==> config.mk <==
export PLATFORM = sky130hd
export DESIGN_NAME = cpu_io_ctrl
export DESIGN_NICKNAME = d
export VERILOG_FILES = /design/src/rtl/cpu_io_ctrl.sv
export SDC_FILE = /design/constraint.sdc
export NUM_CORES = 1
export LEC_CHECK = 0
export BUFFER_PORTS_ARGS = -buffer_cell sky130_fd_sc_hd__buf_2
export CAP_MARGIN = 20
export CORE_ASPECT_RATIO = 2
export CORE_UTILIZATION = 40
export CTS_BUF_LIST = sky130_fd_sc_hd__clkbuf_4 sky130_fd_sc_hd__clkbuf_8
export CTS_CLUSTER_SIZE = 8
export DETAILED_ROUTE_END_ITERATION = 10
export GPL_TIMING_DRIVEN = 0
export SYNTH_ARGS = -nofsm -noshare
export SYNTH_HDL_FRONTEND = slang
export SYNTH_SLANG_ARGS = --single-unit
export TNS_END_PERCENT = 10
==> constraint.sdc <==
create_clock -name clock_50 -period 4.9 [get_ports clock_50]
set_clock_uncertainty 0.05 [all_clocks]
set_input_delay 0.49 -clock clock_50 [delete_from_list [all_inputs] [get_ports clock_50]]
set_output_delay 0.49 -clock clock_50 [all_outputs]
set_load 0.02 [all_outputs]
==> src/rtl/cpu_io_ctrl.sv <==
// rtl/cpu_io_ctrl.sv - front-panel key debounce, HALT/STEP/RUN CPU stepping and LED latch
// Optional breakpoint halt in RUN: define CPUIO_BREAKPOINT_EN
module cpu_io_ctrl #(
    parameter int N_KEYS          = 4,
    parameter int DEBOUNCE_CYCLES = 500000,
    parameter int RUN_DIV         = 25000000,
    parameter int DATA_WIDTH      = 32,
    parameter int LED_WIDTH       = 18
) (
    input  logic                  clock_50,
    input  logic                  reset,
    input  logic [N_KEYS-1:0]     key_n,
    output logic [N_KEYS-1:0]     key_pressed,
    output logic                  step_en,
    output logic                  run_active,
    input  logic                  led_we,
    input  logic                  led_sel,
    input  logic [DATA_WIDTH-1:0] led_data_a,
    input  logic [DATA_WIDTH-1:0] led_data_b,
`ifdef CPUIO_BREAKPOINT_EN
    input  logic [DATA_WIDTH-1:0] pc,
    input  logic [DATA_WIDTH-1:0] break_addr,
    input  logic                  break_valid,
    output logic                  break_hit,
`endif
    output logic [LED_WIDTH-1:0]  LEDR
);

    localparam int CW = $clog2(DEBOUNCE_CYCLES);
    localparam int PW = (RUN_DIV > 1) ? $clog2(RUN_DIV) : 1;
    localparam logic [CW-1:0] CNT_MAX   = CW'(DEBOUNCE_CYCLES - 1);
    localparam logic [PW-1:0] PRESC_MAX = PW'(RUN_DIV - 1);

    typedef enum logic [1:0] {S_HALT, S_STEP, S_RUN} state_t;

    // Synchronisers carry the pressed polarity so their cleared value reads as released.
    logic [N_KEYS-1:0] r_sync1, r_sync2, r_kp, r_kp_d;
    logic [CW-1:0]     r_cnt [N_KEYS];

    state_t            r_state;
    logic [PW-1:0]     r_presc;
    logic              r_step_en, r_run_active;
    logic [LED_WIDTH-1:0] r_ledr;

    logic [N_KEYS-1:0] w_press;
    logic              w_step_ev, w_run_ev, w_fire;
    logic [PW-1:0]     w_presc_next;
    logic [DATA_WIDTH-1:0]           w_led_src;
    logic [DATA_WIDTH+LED_WIDTH-1:0] w_led_wide;
    logic              w_unused_led;

    always_ff @(posedge clock_50) begin
        if (reset) begin
            r_sync1 <= '0;
            r_sync2 <= '0;
            r_kp    <= '0;
            r_kp_d  <= '0;
            for (int i = 0; i < N_KEYS; i++) r_cnt[i] <= '0;
        end else begin
            r_sync1 <= ~key_n;
            r_sync2 <= r_sync1;
            r_kp_d  <= r_kp;
            for (int i = 0; i < N_KEYS; i++) begin
                if (r_sync2[i] == r_kp[i]) begin
                    r_cnt[i] <= '0;
                end else if (r_cnt[i] == CNT_MAX) begin
                    r_kp[i]  <= ~r_kp[i];
                    r_cnt[i] <= '0;
                end else begin
                    r_cnt[i] <= r_cnt[i] + 1'b1;
                end
            end
        end
    end

    assign w_press      = r_kp & ~r_kp_d;
    assign w_step_ev    = w_press[0];
    assign w_run_ev     = w_press[1];
    assign w_presc_next = (r_presc == PRESC_MAX) ? '0 : r_presc + 1'b1;
    assign w_fire       = (w_presc_next == PRESC_MAX);

`ifdef CPUIO_BREAKPOINT_EN
    logic r_break_hit;
    logic w_brk;
    assign w_brk     = break_valid && (pc == break_addr);
    assign break_hit = r_break_hit;
`endif

    // step_en is decided one edge ahead so it is high exactly while presc == RUN_DIV-1.
    always_ff @(posedge clock_50) begin
        if (reset) begin
            r_state      <= S_HALT;
            r_presc      <= '0;
            r_step_en    <= 1'b0;
            r_run_active <= 1'b0;
`ifdef CPUIO_BREAKPOINT_EN
            r_break_hit  <= 1'b0;
`endif
        end else begin
`ifdef CPUIO_BREAKPOINT_EN
            if (w_step_ev || w_run_ev) r_break_hit <= 1'b0;
`endif
            case (r_state)
                S_HALT: begin
                    if (w_run_ev) begin
                        r_state      <= S_RUN;
                        r_presc      <= '0;
                        r_run_active <= 1'b1;
                        r_step_en    <= (RUN_DIV == 1);
                    end else if (w_step_ev) begin
                        r_state   <= S_STEP;
                        r_step_en <= 1'b1;
                    end
                end
                S_STEP: begin
                    r_state   <= S_HALT;
                    r_step_en <= 1'b0;
                end
                S_RUN: begin
                    if (w_run_ev) begin
                        r_state      <= S_HALT;
                        r_presc      <= '0;
                        r_step_en    <= 1'b0;
                        r_run_active <= 1'b0;
                    end
`ifdef CPUIO_BREAKPOINT_EN
                    else if (w_fire && w_brk) begin
                        r_state      <= S_HALT;
                        r_presc      <= '0;
                        r_step_en    <= 1'b0;
                        r_run_active <= 1'b0;
                        r_break_hit  <= 1'b1;
                    end
`endif
                    else begin
                        r_presc   <= w_presc_next;
                        r_step_en <= w_fire;
                    end
                end
                default: begin
                    r_state      <= S_HALT;
                    r_step_en    <= 1'b0;
                    r_run_active <= 1'b0;
                end
            endcase
        end
    end

    assign w_led_src    = led_sel ? led_data_b : led_data_a;
    assign w_led_wide   = {{LED_WIDTH{1'b0}}, w_led_src};
    assign w_unused_led = ^w_led_wide[DATA_WIDTH+LED_WIDTH-1:LED_WIDTH];

    always_ff @(posedge clock_50) begin
        if (reset) begin
            r_ledr <= '0;
        end else if (r_step_en && led_we) begin
            r_ledr <= w_led_wide[LED_WIDTH-1:0];
        end
    end

    assign key_pressed = r_kp;
    assign step_en     = r_step_en;
    assign run_active  = r_run_active;
    assign LEDR        = r_ledr;

endmodule

==> flow_metrics.py <==
metrics = {
    "logic_synthesis": {
        "syn_area_sq_um": 7190,
        "synth.avg_cell_area_sq_um": 9.69,
        "synth_warnings": 0,
        "synthFlopType": "edfxtp_1",
        "async_flop_share": 0,
        "ys_ff_latch": 137,
        "synth.distinct_cells": 63,
        "ys_seq_area_frac": 0.487,
        "synth_edf_count": 76,
        "syn_inst": 742,
    },
    "placed_design": {
        "gp_congestion": 0.921,
        "hpwl_mm": 12.2,
        "numPortBuffers": 65,
        "placed_area_sq_um": 8070,
    },
    "critical_path": {
        "arrival_ps": 3190,
        "endpoint_kind": "register",
        "crit_type": "reg -> reg",
        "worstPathRequired_ps": 5200,
        "worst_r2r_path_depth": 7,
        "regToRegSetupSlack_ps": 2010,
        "rr_endpoint": "step_en",
        "crit_path_end": "step_en",
        "crit_path_start_kind": "register",
        "r2r_start": "r_presc[0]",
        "worstPathMaxFanout": 8,
        "cp-startpoint": "r_presc[0]",
    },
    "global_route": {
        "grt_max_degree": 17,
        "grt_pass1_wl_mm": 26.7,
        "track_usage": 0.180,
        "grt_pass1_vias": 5821,
        "gr-usage-met2": 0.359,
        "grtUsageMet1": 0.172,
        "grt-ovfl-total": 0,
        "gr-usage-met3": 0.0317,
        "antenna_found_initial": 0,
        "top_usage_layer": "met2",
    },
    "routing": {
        "via_per_inst": 5.08,
        "drc_errors": 0,
        "dr.pass1.iters": 5,
        "wirelength_mm": 16.1,
        "postRouteAntennaNets": 0,
        "drt-initial-drc-count": 141,
        "routedWlPerCell_um": 14.3,
        "vias": 5726,
    },
    "timing": {
        "worst_slew_pin_slew_ps": 824,
        "hold_violations": 0,
        "finalSetupViolCount": 0,
        "fmax_ghz": 0.346,
        "min_period_ps": 2890,
        "slew_headroom": 0.446,
        "report.final.slew_viol_count": 0,
        "rsz0062_at_grt": "no",
        "period_share": 0.590,
        "fin_setup_tns_ps": 0,
    },
    "die": {
        "pin_count": 96,
        "fp.dieH_um": 192,
        "rows": 69,
        "die_w_um": 96.8,
        "start_util": 0.406,
        "dieArea_sq_um": 18600,
        "core-area_sq_um": 17700,
    },
    "clocking": {
        "cts_resized": 0,
        "cts-root-buf": "clkbuf_8",
        "worstSkewPairLatency_ps": 440,
        "cts_buffers": 17,
        "ctsHoldBuffers": 0,
        "cts_setup_buffers": 0,
        "clock-sinks": 137,
        "cts_buffer_depth": 2,
        "cts_tree": "built",
        "clk_pin_slew_worst_paths_ps": 80,
        "htree_levels": 4,
    },
    "run": {
        "drv_cap": 0,
    },
    "pwr": {
        "total_power_mw": 2.44,
        "power_frac_clock": 0.440,
        "powerDensity_nw_per_um2": 287,
        "p_int_mw": 1.89,
        "p_comb_frac": 0.039,
        "seqPwrFrac": 0.521,
        "switchingPower_mw": 0.550,
        "max-vdd-ir-drop_mv": 0.151,
        "p_leak_nw": 3.06,
        "swShare": 0.225,
    },
    "finish": {
        "fin_nets": 978,
        "fin_area_sq_um": 8520,
        "syn_to_final_growth_pct": 18.5,
        "drive_gt1_frac": 0.147,
        "n_antenna_cell": 0,
    },
    "outcome": {
        "status": "completed",
    },
    "worst_hold_path": {
        "min_path_type": "in -> reg",
    },
}
[placed cells by master, fill, tap and decap left out, drive strengths merged, types with 24 or more instances in the layout]
cell / Yosys / final
nand2: 44 / 44
nand4: 29 / 29
dfxtp: 61 / 61
conb: 1 / 76
xnor2: 37 / 37
clkbuf: 18 / 35
nand3: 35 / 35
buf: 24 / 89
a21oi: 24 / 24
nor2: 145 / 145
edfxtp: 76 / 76
xor2: 44 / 44
[registers in the layout, summed over array words and instances, names as in the netlist]
name and flops:
LEDR 18, r_state 2, r_cnt 76, step_en 1, key_pressed 4, run_active 1, r_presc 25, r_sync2 4
r_sync1 4, r_kp_d 2
[how the worst min path moves through the flow]
stage,to,cells past startpoint,slack [ps],start
floorplan,r_sync2[0],1,360,r_sync1[0]
global placement,r_sync2[1],1,370,r_sync1[1]
detailed placement,r_sync2[3],1,380,r_sync1[3]
CTS,r_sync1[1],2,120,key_n[1]
global route,r_sync1[2],2,130,key_n[2]
finish,r_sync1[1],2,160,key_n[1]
[through the flow]
stage	setup WS (ps)	hold WS, ps	util	cells
global placement	2070	373	0.456	1095
detailed placement	2070	381	0.456	1095
global route	1880	132	0.481	1127
finish	2010	156	0.481	1127
CTS	2030	117	0.481	1127
floorplan	2680	364	-	817
[kinds of logic after synthesis]
group,after synthesis,synth area share
compound gates,90,0.0819
xor+xnor,81,0.0986
fa+ha+maj,5,0.00870
buf+inv,49,0.0372
flops,137,0.487
mux,22,0.0306
other cells,1,0.000521
simple gates,357,0.255
[final cells by class]
| cell class | instances | area, sq um |
|---|---|---|
| Inverter | 7 | 26.3 |
| Clock inverter | 15 | 220 |
| Multi-Input combinational cell | 631 | 3700 |
| Clock buffer | 17 | 234 |
| Timing Repair Buffer | 65 | 325 |
| Tap cell | 213 | 267 |
| Sequential cell | 137 | 3500 |
| Buffer | 42 | 241 |
| Fill cell | 1707 | 9180 |
[metal layers]
| metal | vias up | share of wire |
|---|---|---|
| met3 | 35 | 0.027 |
| met2 | 114 | 0.56 |
| li1 | 2900 | - |
| met4 | 0 | 0.030 |
| met1 | 2677 | 0.38 |
| met5 | - | 0 |
[power groups by stage]
stage	logic, mW	registers (mW)	clock network (mW)
2_1_floorplan	0.0654	1.29	0
3_3_place_gp	0.0946	1.30	0
3_5_place_dp	0.0952	1.30	0
4_1_cts	0.0960	1.27	1.11
5_1_grt	0.109	1.28	1.15
6_report	0.0956	1.27	1.07
[Yosys cell counts (19+ instances only)]
library cell / number / area (sq um)
nor2_1: 145 / 544
mux2i_1: 22 / 220
nand4_1: 27 / 169
a21oi_1: 24 / 120
a211oi_1: 19 / 143
o21ai_0: 22 / 110
dfxtp_1: 61 / 1220
nand2_1: 44 / 165
xnor2_1: 37 / 324
xor2_1: 44 / 385
nand3_1: 33 / 165
edfxtp_1: 76 / 2280
[worst max-delay path, cell delays in order (launching register included)]
cell	delay, ps
dfxtp_1	490
ha_1	300
nand4_1	150
nor4_1	750
nor3b_1	240
o21ai_0	140
or4_1	460
o21ai_1	220
Power figures use the tool's default switching activity.
